--- src/rtl/dmem_dma_pkg.sv ---
// Shared types and constants for the data-memory / DMA arbiter.
package dmem_dma_pkg;

    localparam int unsigned DMEM_AW = 6;
    localparam int unsigned DMEM_DW = 32;
    localparam int unsigned STALL_W = 16;

    typedef enum logic [1:0] {
        ST_IDLE = 2'd0,
        ST_RD   = 2'd1,
        ST_WR   = 2'd2,
        ST_DONE = 2'd3
    } dma_state_t;

endpackage

--- src/rtl/sat_counter.sv ---
// Saturating up-counter with synchronous clear and enable.
module sat_counter
    import dmem_dma_pkg::*;
#(
    parameter int unsigned W = STALL_W
) (
    input  logic         clk,
    input  logic         rst,
    input  logic         clr,
    input  logic         en,
    output logic [W-1:0] cnt
);

    always_ff @(posedge clk) begin
        if (rst || clr) begin
            cnt <= '0;
        end else if (en && (cnt != {W{1'b1}})) begin
            cnt <= cnt + W'(1);
        end
    end

endmodule

--- src/rtl/dmem_dma_arbiter.sv ---
// Single-port dmem arbiter: CPU has absolute priority, word-copy DMA uses idle cycles.
// Optional stall statistics are built only when DMEM_DMA_STATS_EN is defined.
module dmem_dma_arbiter
    import dmem_dma_pkg::*;
#(
    parameter int unsigned AW = DMEM_AW,
    parameter int unsigned DW = DMEM_DW
) (
    input  logic               clk,
    input  logic               rst,
    input  logic               cpu_we,
    input  logic               cpu_re,
    input  logic [AW-1:0]      cpu_a,
    input  logic [DW-1:0]      cpu_wd,
    output logic [DW-1:0]      cpu_rd,
    input  logic               dma_start,
    input  logic [AW-1:0]      dma_src,
    input  logic [AW-1:0]      dma_dst,
    input  logic [AW:0]        dma_len,
    output logic               dma_busy,
    output logic               dma_done,
    output logic [STALL_W-1:0] dma_stall_cnt,
    output logic               mem_we,
    output logic [AW-1:0]      mem_a,
    output logic [DW-1:0]      mem_d,
    input  logic [DW-1:0]      mem_q
);

    dma_state_t    state;
    logic [AW-1:0] src;
    logic [AW-1:0] dst;
    logic [AW:0]   rem;
    logic [DW-1:0] data_buf;

    logic cpu_req;
    logic dma_active;
    logic dma_gnt;

    assign cpu_req    = cpu_we | cpu_re;
    assign dma_active = (state == ST_RD) || (state == ST_WR);
    assign dma_gnt    = dma_active && !cpu_req;
    assign cpu_rd     = mem_q;

    // Memory port mux: CPU path is purely combinational, DMA fills the gaps.
    always_comb begin
        mem_we = 1'b0;
        mem_a  = '0;
        mem_d  = '0;
        if (cpu_req) begin
            mem_we = cpu_we;
            mem_a  = cpu_a;
            mem_d  = cpu_wd;
        end else if (dma_gnt) begin
            if (state == ST_RD) begin
                mem_a = src;
            end else begin
                mem_we = 1'b1;
                mem_a  = dst;
                mem_d  = data_buf;
            end
        end
    end

    // DMA sequencer with registered busy/done flags.
    always_ff @(posedge clk) begin
        if (rst) begin
            state    <= ST_IDLE;
            src      <= '0;
            dst      <= '0;
            rem      <= '0;
            data_buf <= '0;
            dma_busy <= 1'b0;
            dma_done <= 1'b0;
        end else begin
            case (state)
                ST_IDLE: begin
                    dma_done <= 1'b0;
                    if (dma_start) begin
                        src <= dma_src;
                        dst <= dma_dst;
                        rem <= dma_len;
                        if (dma_len == '0) begin
                            state    <= ST_DONE;
                            dma_done <= 1'b1;
                        end else begin
                            state    <= ST_RD;
                            dma_busy <= 1'b1;
                        end
                    end
                end
                ST_RD: begin
                    if (dma_gnt) begin
                        data_buf <= mem_q;
                        state    <= ST_WR;
                    end
                end
                ST_WR: begin
                    if (dma_gnt) begin
                        src <= src + AW'(1);
                        dst <= dst + AW'(1);
                        rem <= rem - (AW+1)'(1);
                        if (rem == (AW+1)'(1)) begin
                            state    <= ST_DONE;
                            dma_busy <= 1'b0;
                            dma_done <= 1'b1;
                        end else begin
                            state <= ST_RD;
                        end
                    end
                end
                ST_DONE: begin
                    state    <= ST_IDLE;
                    dma_done <= 1'b0;
                end
                default: begin
                    state    <= ST_IDLE;
                    dma_busy <= 1'b0;
                    dma_done <= 1'b0;
                end
            endcase
        end
    end

`ifdef DMEM_DMA_STATS_EN
    logic stall_clr;
    logic stall_en;

    // Counter restarts on every accepted start so it reflects the current transfer.
    assign stall_clr = (state == ST_IDLE) && dma_start;
    assign stall_en  = dma_active && cpu_req;

    sat_counter #(
        .W (STALL_W)
    ) u_stall_cnt (
        .clk (clk),
        .rst (rst),
        .clr (stall_clr),
        .en  (stall_en),
        .cnt (dma_stall_cnt)
    );
`else
    assign dma_stall_cnt = '0;
`endif

endmodule

--- config.mk ---
export PLATFORM = sky130hd
export DESIGN_NAME = dmem_dma_arbiter
export DESIGN_NICKNAME = d
export VERILOG_FILES = /design/src/rtl/dmem_dma_pkg.sv /design/src/rtl/sat_counter.sv /design/src/rtl/dmem_dma_arbiter.sv
export SDC_FILE = /design/constraint.sdc
export NUM_CORES = 1
export LEC_CHECK = 0
export ABC_AREA = 1
export CAP_MARGIN = 10
export CORE_UTILIZATION = 40
export DETAILED_ROUTE_END_ITERATION = 10
export PLACE_DENSITY_LB_ADDON = 0.3
export SYNTH_ARGS = -nofsm -noshare
export SYNTH_HDL_FRONTEND = slang
export SYNTH_SLANG_ARGS = --single-unit
--- constraint.sdc ---
create_clock -name clk -period 1.95 [get_ports clk]
set_input_delay 0.2925 -clock clk [delete_from_list [all_inputs] [get_ports clk]]
set_output_delay 0.2925 -clock clk [all_outputs]
set_load 0.1 [all_outputs]
==> metrics.md <==
| Metric | Value |
|---|---|
| Crit path from | `state[1]` |
| Clock buffer depth | `2` |
| Placed Cells | `727` |
| Seq/Total Area, Yosys | `0.319` |
| Synthesized instance count | `approximately 500` |
| Mapped cell area | `0.00345 sq mm` |
| Routed wire per std cell | `16.7 microns` |
| Share of post-route cells with drive strength above 1 | `0.260` |
| Leak | `2.69 nW` |
| Clock Pin Slew Worst Setup and Hold Paths | `about 0.10 ns` |
| Skew-Pair Late Insertion Delay | `approximately 0.3 ns` |
| Final ANT Viol Nets | `0` |
| Filler cells | `~550` |
| Final worst slack | `-0.108 ns` |
| Number of buffers added on ports | `166` |
| Vias per cell | `5.19` |
| Initial antenna violation count | `0` |
| Fmax | `486 MHz` |
| Detail Placement HPWL | `8940 microns` |
| Warnings, synthesis | `0` |
| WHS Path Cells | `2` |
| Critical path cell sequence | `inv_4 > ha_4 > nand2_4 > nor2_4 > buf_12 > buf_16 > a22o_4 > buf_12` |
| Crit path launch type | `flip-flop` |
| Cell area power density | `1080 mW/mm^2` |
| Top cells by area, synth | `dfxtp_1 32%, buf_4 11%, nor2_1 11%` |
| Area of the multi-input gates | `0.00214 sq mm` |
| Failing checks | `setup timing` |
| Overflow after GRT | `0` |
| Max-cap violation count | `0` |
| Synth Register Bits | `55` |
| Largest net degree at the start of global routing | `46` |
| Final min period | `about 2.1 ns` |
| Inserted Diodes | `0` |
| HP Class | `flip-flop to flip-flop` |
| Crit-path most repeated cell | `buf_12` |
| CTS tree | `done` |
| Row Count | `33` |
| Slowest cell on crit path | `dfxtp_2` |
| Hold path start | `rem[6]` |
| Area of the core | `just over 0.008 sq mm` |
| Hold-fix buffers, CTS | `0` |
| CTS sink cnt | `55` |
| Maximum VDD drop | `around 0.51 mV` |
| Storage cell area | `0.00111 sq mm` |
| DR vias | `around 3900` |
| Post-Syn Area per Cell | `6.91 sq um` |
| First-pass GRT wire length | `19500 microns` |
| Critical Path AT | `1.77 ns` |
| Period utilization | `1.06` |
| Area fraction of the dominant cell type after synthesis | `0.319` |
| 1st-iter DRT viols | `approximately 150` |
| Synth unique cells | `32` |
| Area leader, netlist | `dfxtp_1` |
| Final setup viols | `39` |
| CTS Root Cell | `clkbuf_8` |
| Die area | `0.00900 sq mm` |
| Worst R2R Start | `state[0]` |
| Total wire length | `12400 microns` |
| Area growth syn-to-layout | `84.0%` |
| Post-Place Setup Slack | `-0.0797 ns` |
| Final worst clock skew | `0.00334 ns` |
| Cell family with most CP delay | `buffers and inverters` |
| Vias in the first global route | `4007` |
| Hold Fails Final Rpt | `0` |
| Max-slew violations | `0` |
| Number of nets in the layout | `739` |
| H-tree depth | `2` |
| CTS buffer count | `5` |
| Crit path depth | `8` |
| Die W | `94.9 microns` |
| Setup CP Type | `flip-flop to primary output` |
| Ports | `between 150 and 200` |
| Worst EP required | `1.66 ns` |
| GP Congestion | `slightly below 0.9` |
| Worst Setup End Kind | `primary output` |
| First-pass DRT Iterations | `5` |
| Die Y-Extent | `94.9 microns` |
| Worst path max stage delay | `0.37 ns` |
| Drt drc | `0` |
| RSZ-0062 raised after global routing | `yes` |
| R2R cell count | `8` |
| Buffers plus inverters on the worst setup path | `4` |
| Initial Util | `0.415` |
| Post-Layout Cell Count | `744` |
| Status | `finished, violations left` |
| GRT Util Overall | `0.283` |
| Critical Path Fanout Max | `8` |
[area by class of cell]
type                            count  share of cell area
Sequential cell                    55               0.174
Timing Repair Buffer              191               0.426
Multi-Input combinational cell    353               0.337
Clock inverter                      2             0.00947
Clock buffer                        6              0.0114
Inverter                           32              0.0203
Tap cell                          105              0.0207
[metrics by stage]
stage          hold slack, ns  utilization  total power [mW]  TNS, ns  instance area [sq um]
2_1_floorplan           0.439            -              4.45   -0.336                   3790
3_3_place_gp            0.447        0.721              5.47   -0.409                   5980
3_5_place_dp            0.463        0.721              5.57    -1.12                   5980
4_1_cts                 0.477        0.763              6.77    -3.58                   6330
5_1_grt                 0.487        0.764              7.20    -5.58                   6340
6_report                0.475        0.764              6.84    -3.18                   6340
[worst reg2reg max path, stage by stage (launching register included)]
cell and delay [ns]:
dfxtp_4 0.38, inv_4 0.04, buf_4 0.14, ha_1 0.23
buf_4 0.24, nand2_2 0.18, nand3_2 0.28, o21ai_1 0.22
a21oi_1 0.08
[what timing repair did]
item                                    4_1_cts  5_1_grt
pin swaps                                     9        6
endpoints found under the hold margin         0        0
buffers inserted                              5        0
endpoints found under the setup margin       39       42
resized for setup                            27        1
gates cloned                                  3        1
[cells by family (layout without fill, tap and decap cells)]
family                   after synthesis  in the layout  synth area share
other                                  1             16           0.00109
AND/OR/NAND/NOR                      208            209             0.251
adder cells (fa/ha/maj)                7              7            0.0254
AO/OA/AOI/OAI                        121            121             0.222
buffers and inverters                107            231             0.181
flip-flops                            55             55             0.319
[cells in the mapped netlist]
| library cell | number |
|---|---|
| nand3b_1 | 3 |
| buf_2 | 12 |
| dfxtp_1 | 55 |
| o21ai_0 | 53 |
| a31oi_1 | 1 |
| buf_4 | 49 |
| or2_2 | 1 |
| a21boi_0 | 1 |
| a22o_1 | 33 |
| buf_1 | 1 |
| o21ai_1 | 8 |
| a32o_1 | 3 |
| nand3_1 | 20 |
| a21oi_1 | 18 |
| nor2_4 | 1 |
| nor2_2 | 2 |
| conb_1 | 1 |
| nand2_1 | 72 |
| inv_1 | 30 |
| nand3_4 | 1 |
| a21oi_4 | 1 |
| inv_2 | 2 |
| ha_1 | 7 |
| a211oi_1 | 1 |
| clkbuf_1 | 10 |
| o31ai_1 | 1 |
| nand4_1 | 3 |
| nand2_2 | 3 |
| nor2_1 | 97 |
| o22ai_1 | 1 |
| nor3_1 | 5 |
| buf_6 | 3 |
[power by group]
| part | total [mW] | internal [mW] | switching, mW |
|---|---|---|---|
| registers | 1.71 | 1.43 | 0.278 |
| logic | 4.23 | 1.59 | 2.64 |
| clock network | 0.897 | 0.514 | 0.383 |
[flip-flops by register name (all words and copies together) (netlist names)]
name	flops
dma_busy	1
dma_done	1
data_buf	32
rem	7
state	2
dst	6
src	6
[routing by layer]
| layer | track usage | routed length, microns |
|---|---|---|
| met1 | 0.302 | 4650 |
| met5 | 0 | 0 |
| met2 | 0.532 | 6620 |
| met3 | 0.0902 | 1040 |
| met4 | 0.0732 | 124 |
[cells in the final DEF (no fill, tap or decap), types with 3 or more instances in the layout]
master           synthesis  layout
nor2_1                  97      95
clkdlybuf4s50_1          0      92
buf_12                   0      77
nand2_1                 72      72
dfxtp_1                 55      53
o21ai_0                 53      51
a22o_4                   0      32
inv_1                   30      25
nand3_1                 20      20
a21oi_1                 18      18
conb_1                   1      16
buf_4                   49      14
o21ai_1                  8       9
nor3_1                   5       5
ha_1                     7       5
clkbuf_8                 0       5
inv_2                    2       4
buf_6                    3       4
nor2_4                   1       3
a32o_2                   0       3
nand3b_1                 3       3
nand4_1                  3       3
buf_16                   0       3
[path summary, 6_finish.rpt]
path                     to  slack (ns)
hold / removal       rem[6]        0.48
setup / recovery  mem_d[18]       -0.11
hold reg to reg      rem[6]        0.48
setup reg to reg     rem[2]        0.08
Power figures use the tool's default switching activity.
